File: config.mk
export PLATFORM = sky130hd
export DESIGN_NAME = relu_argmax
export DESIGN_NICKNAME = d
export VERILOG_FILES = /design/src/rtl/ann_pkg.sv /design/src/rtl/relu_argmax.sv
export SDC_FILE = /design/constraint.sdc
export NUM_CORES = 1
export LEC_CHECK = 0
export CELL_PAD_IN_SITES_DETAIL_PLACEMENT = 0
export CELL_PAD_IN_SITES_GLOBAL_PLACEMENT = 1
export CORE_MARGIN = 2
export CORE_UTILIZATION = 44
export DETAILED_ROUTE_END_ITERATION = 12
export GPL_ROUTABILITY_DRIVEN = 0
export PLACE_DENSITY = 0.95
export SETUP_SLACK_MARGIN = 0.5
export SLEW_MARGIN = 40
export SYNTH_ARGS = -nofsm -noshare
export SYNTH_HDL_FRONTEND = slang
export SYNTH_SLANG_ARGS = --single-unit
File: constraint.sdc
create_clock -name clk -period 14.3 [get_ports clk]
set_input_delay 4.29 -clock clk [delete_from_list [all_inputs] [get_ports clk]]
set_output_delay 4.29 -clock clk [all_outputs]
set_load 0.1 [all_outputs]
File: src/rtl/ann_pkg.sv
// Shared definitions for the ANN post-processing stages.
package ann_pkg;

    localparam int DEFAULT_WIDTH = 32;

    typedef enum logic [1:0] {
        IDLE,
        SCAN,
        DONE
    } relu_argmax_state_e;

    // Sign-only rectifier on a default-width word.
    // It works for any two's-complement or sign-magnitude encoding.
    function automatic logic [DEFAULT_WIDTH-1:0] relu(input logic [DEFAULT_WIDTH-1:0] value);
        return value[DEFAULT_WIDTH-1] ? '0 : value;
    endfunction

endpackage

File: src/rtl/relu_argmax.sv
// Sequential ReLU + argmax stage.
// It latches one vector and scans it one element per cycle.
// It publishes the rectified vector, the max value and the argmax index
// under an enable/done level handshake.
module relu_argmax
    import ann_pkg::*;
#(
    parameter  int SIZE  = 4,
    parameter  int WIDTH = DEFAULT_WIDTH,
    localparam int IDX_W = (SIZE > 1) ? $clog2(SIZE) : 1
) (
    input  logic             clk,
    input  logic             rst,
    input  logic             enable,
    input  logic [WIDTH-1:0] data_in [SIZE],
    output logic             busy,
    output logic             done,
    output logic [WIDTH-1:0] data_out [SIZE],
    output logic [WIDTH-1:0] max_value,
    output logic [IDX_W-1:0] max_index
);

    localparam logic [IDX_W-1:0] LAST_IDX = IDX_W'(SIZE - 1);

    relu_argmax_state_e state;

    logic [WIDTH-1:0] buffer  [SIZE];
    logic [WIDTH-1:0] staging [SIZE];
    logic [IDX_W-1:0] idx;
    logic [WIDTH-1:0] best_value;
    logic [IDX_W-1:0] best_index;

    logic [WIDTH-1:0] current;
    logic [WIDTH-1:0] rect;
    logic             take;
    logic [WIDTH-1:0] next_value;
    logic [IDX_W-1:0] next_index;

    // Select the element under scan, rectify it and decide whether it is the new maximum.
    always_comb begin
        // NOTE: every signal gets a default first so no path leaves it unassigned (no latch).
        current = '0;
        for (int i = 0; i < SIZE; i++) begin
            if (idx == IDX_W'(i)) current = buffer[i];
        end
        rect       = current[WIDTH-1] ? '0 : current;
        // The strict compare makes the lowest index win a tie.
        take       = $signed(rect) > $signed(best_value);
        next_value = take ? rect : best_value;
        next_index = take ? idx : best_index;
    end

    // Capture the input vector on the start edge, and stage rectified elements while scanning.
    always_ff @(posedge clk) begin
        // NOTE: buffer and staging are plain storage that is always written before it is read.
        // They carry no reset, which keeps the reset mux off the data RAM.
        if (state == IDLE && enable) begin
            for (int i = 0; i < SIZE; i++) buffer[i] <= data_in[i];
        end
        if (state == SCAN) begin
            for (int i = 0; i < SIZE; i++) begin
                if (idx == IDX_W'(i)) staging[i] <= rect;
            end
        end
    end

    // Control FSM with registered handshake and result outputs.
    always_ff @(posedge clk) begin
        // NOTE: sequential state uses non-blocking assignments so every register samples pre-edge values.
        if (rst) begin
            state      <= IDLE;
            busy       <= 1'b0;
            done       <= 1'b0;
            idx        <= '0;
            best_value <= '0;
            best_index <= '0;
            max_value  <= '0;
            max_index  <= '0;
            for (int i = 0; i < SIZE; i++) data_out[i] <= '0;
        end else begin
            case (state)
                IDLE: begin
                    if (enable) begin
                        state      <= SCAN;
                        busy       <= 1'b1;
                        idx        <= '0;
                        best_value <= '0;
                        best_index <= '0;
                    end
                end
                SCAN: begin
                    best_value <= next_value;
                    best_index <= next_index;
                    if (idx == LAST_IDX) begin
                        state     <= DONE;
                        busy      <= 1'b0;
                        done      <= 1'b1;
                        max_value <= next_value;
                        max_index <= next_index;
                        // The last element is still in flight to staging, so forward it directly.
                        for (int i = 0; i < SIZE; i++) begin
                            data_out[i] <= (idx == IDX_W'(i)) ? rect : staging[i];
                        end
                    end else begin
                        idx <= idx + 1'b1;
                    end
                end
                DONE: begin
                    if (!enable) begin
                        state <= IDLE;
                        done  <= 1'b0;
                    end
                end
                default: begin
                    state <= IDLE;
                    busy  <= 1'b0;
                    done  <= 1'b0;
                end
            endcase
        end
    end

endmodule

Yosys cells after proc, flatten, opt, wreduce, memory -nomap -nowiden
Memory sizes are Yosys's and may differ from the RTL's. A register that Yosys moved wholly into a read port is not among the register bits.
Cells that the tools add are included.
{"block": "totals", "mem_bits_rw": 252, "word_cells": 89, "out_inout_bits": 164, "register_bits": 202, "in_bits": 131, "memories": 2}
{"memory": "buffer", "depth": 4, "word_bits": 32, "read_ports": 4, "rd_clocked_by_memory_dff": 0, "wr": 4, "line": "relu_argmax.sv:27", "source": "logic [WIDTH-1:0] buffer [SIZE];"}
{"memory": "staging", "depth": 4, "word_bits": 31, "read_ports": 3, "rd_clocked_by_memory_dff": 3, "wr": 1, "line": "relu_argmax.sv:28", "source": "logic [WIDTH-1:0] staging [SIZE];"}
{"block": "op_classes", "n_addsub": 1, "order_cmp": 1, "n_mux": 49, "reduce_logical": 13, "n_bitwise": 2, "eq_ne": 9}
{"operator": "2-to-1 mux 32 bit", "n": 9}
{"operator": "2-to-1 mux 31 bit", "n": 4}
{"operator": "OR reduction 31 bit", "n": 3}
{"operator": "one-hot mux 32 bit (2 select lines)", "n": 1}
{"operator": "greater-than comparator 32 bit", "n": 1}
{"operator": "2-to-1 mux 1 bit", "n": 21}
{"operator": "2-to-1 mux 2 bit", "n": 9}
{"operator": "AND reduction 3 bit", "n": 4}
{"operator": "!= test 2 bit, second input constant", "n": 4}
{"operator": "one-hot mux 2 bit (2 select lines)", "n": 2}
{"operator": "== test 2 bit, second input constant", "n": 3}
{"operator": "one-hot mux 1 bit (3 select lines)", "n": 2}
{"operator": "one-hot mux 2 bit (3 select lines)", "n": 1}
{"operator": "== test 2 x 1 -> 1 bit, second input constant", "n": 2}
{"operator": "logical NOT 2 bit", "n": 2}
{"operator": "AND reduction 2 bit", "n": 2}
{"operator": "adder 2 x 1 -> 2 bit, second input constant", "n": 1}
{"operator": "inverter 1 bit", "n": 2}
{"operator": "nonzero test 2 bit", "n": 1}
{"operator": "logical AND 1 bit", "n": 1}

Longest topological paths before layout
{"block": "depth", "depth_word": 9, "depth_mapped": 16, "depth_no_buf": 15}

Least setup slack after synthesis
Ideal clock, no wire load.
{"block": "synth_path", "path_kind": "input to register", "from": "input enable", "to": "register best_value[10]", "path_stages": 7, "setup_time_ns": 0.117, "required_time_ns": 14.183, "arrival_ns": 10.789, "slack_ns": 3.394, "path_cell_list": "nand2b_1 -> nor2_1 -> nor2_1 -> a21oi_1 -> o32ai_1 -> buf_2 -> a22o_1"}
{"block": "synth_via", "elab_chain_len": 2}
{"item": "start, declared", "line": "relu_argmax.sv:14", "source": "input logic enable,"}
{"item": "!= test 2 bit (no line)"}
{"item": "AND reduction 2 bit (no line)"}
{"item": "end signal, assigned", "line": "relu_argmax.sv:92", "source": "best_value <= next_value;"}
{"item": "end, declared", "line": "relu_argmax.sv:30", "source": "logic [WIDTH-1:0] best_value;"}
Every way passes these cells.
A chain may end at the register's enable or synchronous reset.

Worst setup path in the final report
{"block": "layout_path", "from": "input enable", "to": "register best_value[20]"}
Same word-level chain as after synthesis.

==> metrics.md <==
| Metric | Value |
|---|---|
| Critical path peak fanout | `54` |
| Sink Count | `419` |
| FMAX | `0.163 GHz` |
| Vias per std cell | `5.34` |
| Post-layout net count | `1883` |
| Worst path slowest cell | `buf_4` |
| Pwr Density | `135 mW/mm^2` |
| Worst hold endpoint | `data_out[49]$_SDFFE_PP0P_` |
| Starting Density | `44.5%` |
| CTS buffer count | `43` |
| Layout Skew | `0.0194 ns` |
| Status | `complete, no violations` |
| Root Buffer | `clkbuf_16` |
| Die W | `196 um` |
| Largest area contributor in the netlist | `edfxtp_1` |
| Final Hold Viols | `0` |
| R2R depth | `14` |
| # Post-CTS Setup Buffers | `0` |
| Largest net degree at the start of global routing | `113` |
| RSZ-0062 raised after global routing | `no` |
| Worst skew pair latency | `0.55 ns` |
| Most frequent cell after synthesis | `nand2_1` |
| Synth Area in Compound Gates | `13.2%` |
| CP Class | `input port to flop` |
| Netlist cell types | `55` |
| Post-Synth Adder-Cell Area | `2.69%` |
| 1st-iter DRT viols | `812` |
| Min-delay src | `data_out[49]$_SDFFE_PP0P_` |
| Top post-synthesis cells by count | `nand2_1 (304), edfxtp_1 (221), a21oi_1 (201)` |
| Flop-to-flop setup slack | `9.07 ns` |
| CTS tree | `yes` |
| Site Rows | `70` |
| CP Capture Type | `flop` |
| Max Cap Viol | `0` |
| First-pass GRT wire length | `65600 um` |
| Critical Path, Cell by Cell | `clkdlybuf4s50_1 -> nand2b_1 -> nor2_4 -> buf_4 -> nor2_1 -> a21oi_1 -> o32ai_4 -> buf_4 -> a22o_1` |
| Mean Syn Cell Area | `11.3 um^2` |
| Period Utilization, post-route | `42.9%` |
| Type of the worst min-delay path | `flop to flop` |
| Ys async rst share | `0%` |
| Nature of the critical path startpoint | `input port` |
| Synth top area share | `40.8%` |
| VDD IR max | `0.0000904 V` |
| Slew Viols, Final | `0` |
| Mux cell area share after synthesis | `0.123%` |
| CP peak stage delay | `0.55 ns` |
| Post-Synthesis Cells | `1444` |
| Simple-Gate Fraction of Synth Area | `15.2%` |
| Vias in the first global route | `11500` |
| Clock-pin slew on the worst setup and hold paths | `0.06 ns` |
| CTS Buffer Depth | `3` |
| Setup WS post-layout | `8.17 ns` |
| Remaining DRCs | `0` |
| HPWL after DPL | `29800 um` |
| Port Buffers | `290` |
| R2R Path End | `max_value[6]$_SDFFE_PP0P_` |
| Aggregate global routing overflow | `0` |
| Layout cells sized above 1 | `19.0%` |
| Fillers | `3125` |
| CP arrival | `6.57 ns` |
| CTS Hold Bufs | `0` |
| Hold path depth | `2` |
| Actual slew at the worst max-slew pin | `0.833 ns` |
| Yosys warning total | `0` |
| Worst slew margin | `44.4%` |
| Post-cts gate resize count | `0` |
| Wire per inst | `19.5 um` |
| Wirelength, routed | `43400 um` |
| Initial antenna violation count | `1` |
| GRT Util Overall | `22.2%` |
| Htree depth | `2` |
| Core box area | `0.0365 mm^2` |
| Main synth FF type | `edfxtp_1` |
| Cell Area, Synth | `0.0163 mm^2` |
| Seq cells post-synth | `419` |
| Static Leak | `7.45 nW` |
| WP data required | `14.75 ns` |
| Reg2reg start | `idx[0]$_SDFFE_PP0P_` |
| EDFF count, synth | `221` |
| I/O pin count | `295` |
| Post-Synth XOR/XNOR Area | `0%` |
| Setup TNS | `0 ns` |
| Most frequent CP cell | `buf_4` |
| Die Span Y | `196 um` |
| Final ANT Viol Nets | `0` |
| Largest family of logic cells by synthesized area | `simple AND/OR/NAND/NOR gates` |
| Area Overhead vs Synth | `25.0%` |
| Full die area | `0.0385 mm^2` |
| Seq/Total Area, Yosys | `65.2%` |
| Total iterations of the first detailed-routing run | `5` |
| Ranking of synthesized cells by area | `edfxtp_1 (41%), dfxtp_1 (24%), nand2_1 (7.0%)` |
| Pre-CTS setup slack | `7.60 ns` |
| Setup violations, final | `0` |
| Vias | `11900` |
| Fin crit period | `6.13 ns` |
power by group:
| part | internal (W) | switching [W] | leakage [nW] | total, W |
|---|---|---|---|---|
| clock | 0.000595 | 0.000460 | 0.645 | 0.00105 |
| combinational | 0.000125 | 0.000232 | 3.12 | 0.000357 |
| sequential | 0.00132 | 0.0000156 | 3.69 | 0.00134 |
layout by cell type (no fill, tap or decap), types with 6 or more instances in the layout:
cell type / netlist / final
a21oi_1: 201 / 201
o21ai_0: 15 / 14
a22o_1: 31 / 31
nand3_1: 13 / 13
clkinv_2: 0 / 6
buf_2: 13 / 160
clkbuf_1: 84 / 9
a2111oi_2: 19 / 19
nor2b_1: 29 / 29
o31ai_2: 0 / 9
nand3b_1: 28 / 28
nor2_1: 59 / 57
clkbuf_16: 0 / 43
clkdlybuf4s50_1: 0 / 129
clkbuf_8: 0 / 10
edfxtp_1: 221 / 221
ha_1: 35 / 32
nor4_1: 26 / 26
nor4_2: 10 / 10
o31ai_1: 30 / 21
nand2_1: 304 / 303
and3_1: 21 / 21
buf_4: 6 / 36
inv_1: 34 / 34
dfxtp_1: 198 / 198
stage by stage:
step | util, % | power [W] | instances | area, um^2 | hold slack, ns
finish | 55.7 | 0.00275 | 2221 | 20300 | 0.450
global route | 55.6 | 0.00285 | 2220 | 20300 | 0.470
CTS | 55.6 | 0.00278 | 2220 | 20300 | 0.452
detailed placement | 52.0 | 0.00172 | 2140 | 19000 | 0.443
global placement | 53.8 | 0.00170 | 2135 | 19700 | 0.445
floorplan | - | 0.00157 | 1447 | 16300 | 0.463
layout make-up:
| cell class | instances | area (um^2) | area share (%) |
|---|---|---|---|
| Timing Repair Buffer | 333 | 2470 | 12.2 |
| Multi-Input combinational cell | 886 | 5200 | 25.6 |
| Inverter | 34 | 128 | 0.628 |
| Sequential cell | 419 | 10600 | 52.1 |
| Clock inverter | 21 | 130 | 0.640 |
| Tap cell | 468 | 586 | 2.88 |
| Clock buffer | 59 | 1210 | 5.93 |
| Antenna cell | 1 | 2.50 | 0.0123 |
layer usage:
metal  track usage, %  up-vias  wire length (um)
li1                 -     5696                 -
met1             29.6     5649             18600
met2             36.5      431             20400
met3             4.83       74              3260
met4             6.93        0              1140
met5                0        -                 0
registers in the layout, indices dropped and copies added (netlist names):
register,flops
staging,93
max_index,2
idx,2
best_value,32
busy,1
max_value,32
state,2
buffer,128
data_out,124
best_index,2
done,1
kinds of logic (layout without fill, tap and decap cells):
kind of cell | Yosys count | after routing
buf+inv | 142 | 447
compound gates | 326 | 326
flops | 419 | 419
mux | 2 | 2
other cells | 1 | 5
simple gates | 519 | 519
fa+ha+maj | 35 | 35
critical path, delay by kind of cell:
kind	cells	cell delay, ns
buffers and inverters	3	1.30
AOI/OAI and AO/OA	3	0.67
and+or+nand+nor	3	0.30
how the worst max path moves through the flow:
stage,start,endpoint,depth (start not counted)
after floorplan,enable,best_value[10]$_SDFFE_PP0P_,7
after global placement,enable,buffer[3][27]$_DFFE_PP_,5
after detailed placement,enable,best_value[14]$_SDFFE_PP0P_,9
after CTS,enable,best_value[20]$_SDFFE_PP0P_,9
after global routing,enable,best_value[18]$_SDFFE_PP0P_,9
final,enable,best_value[20]$_SDFFE_PP0P_,9
Power figures use the tool's default switching activity.
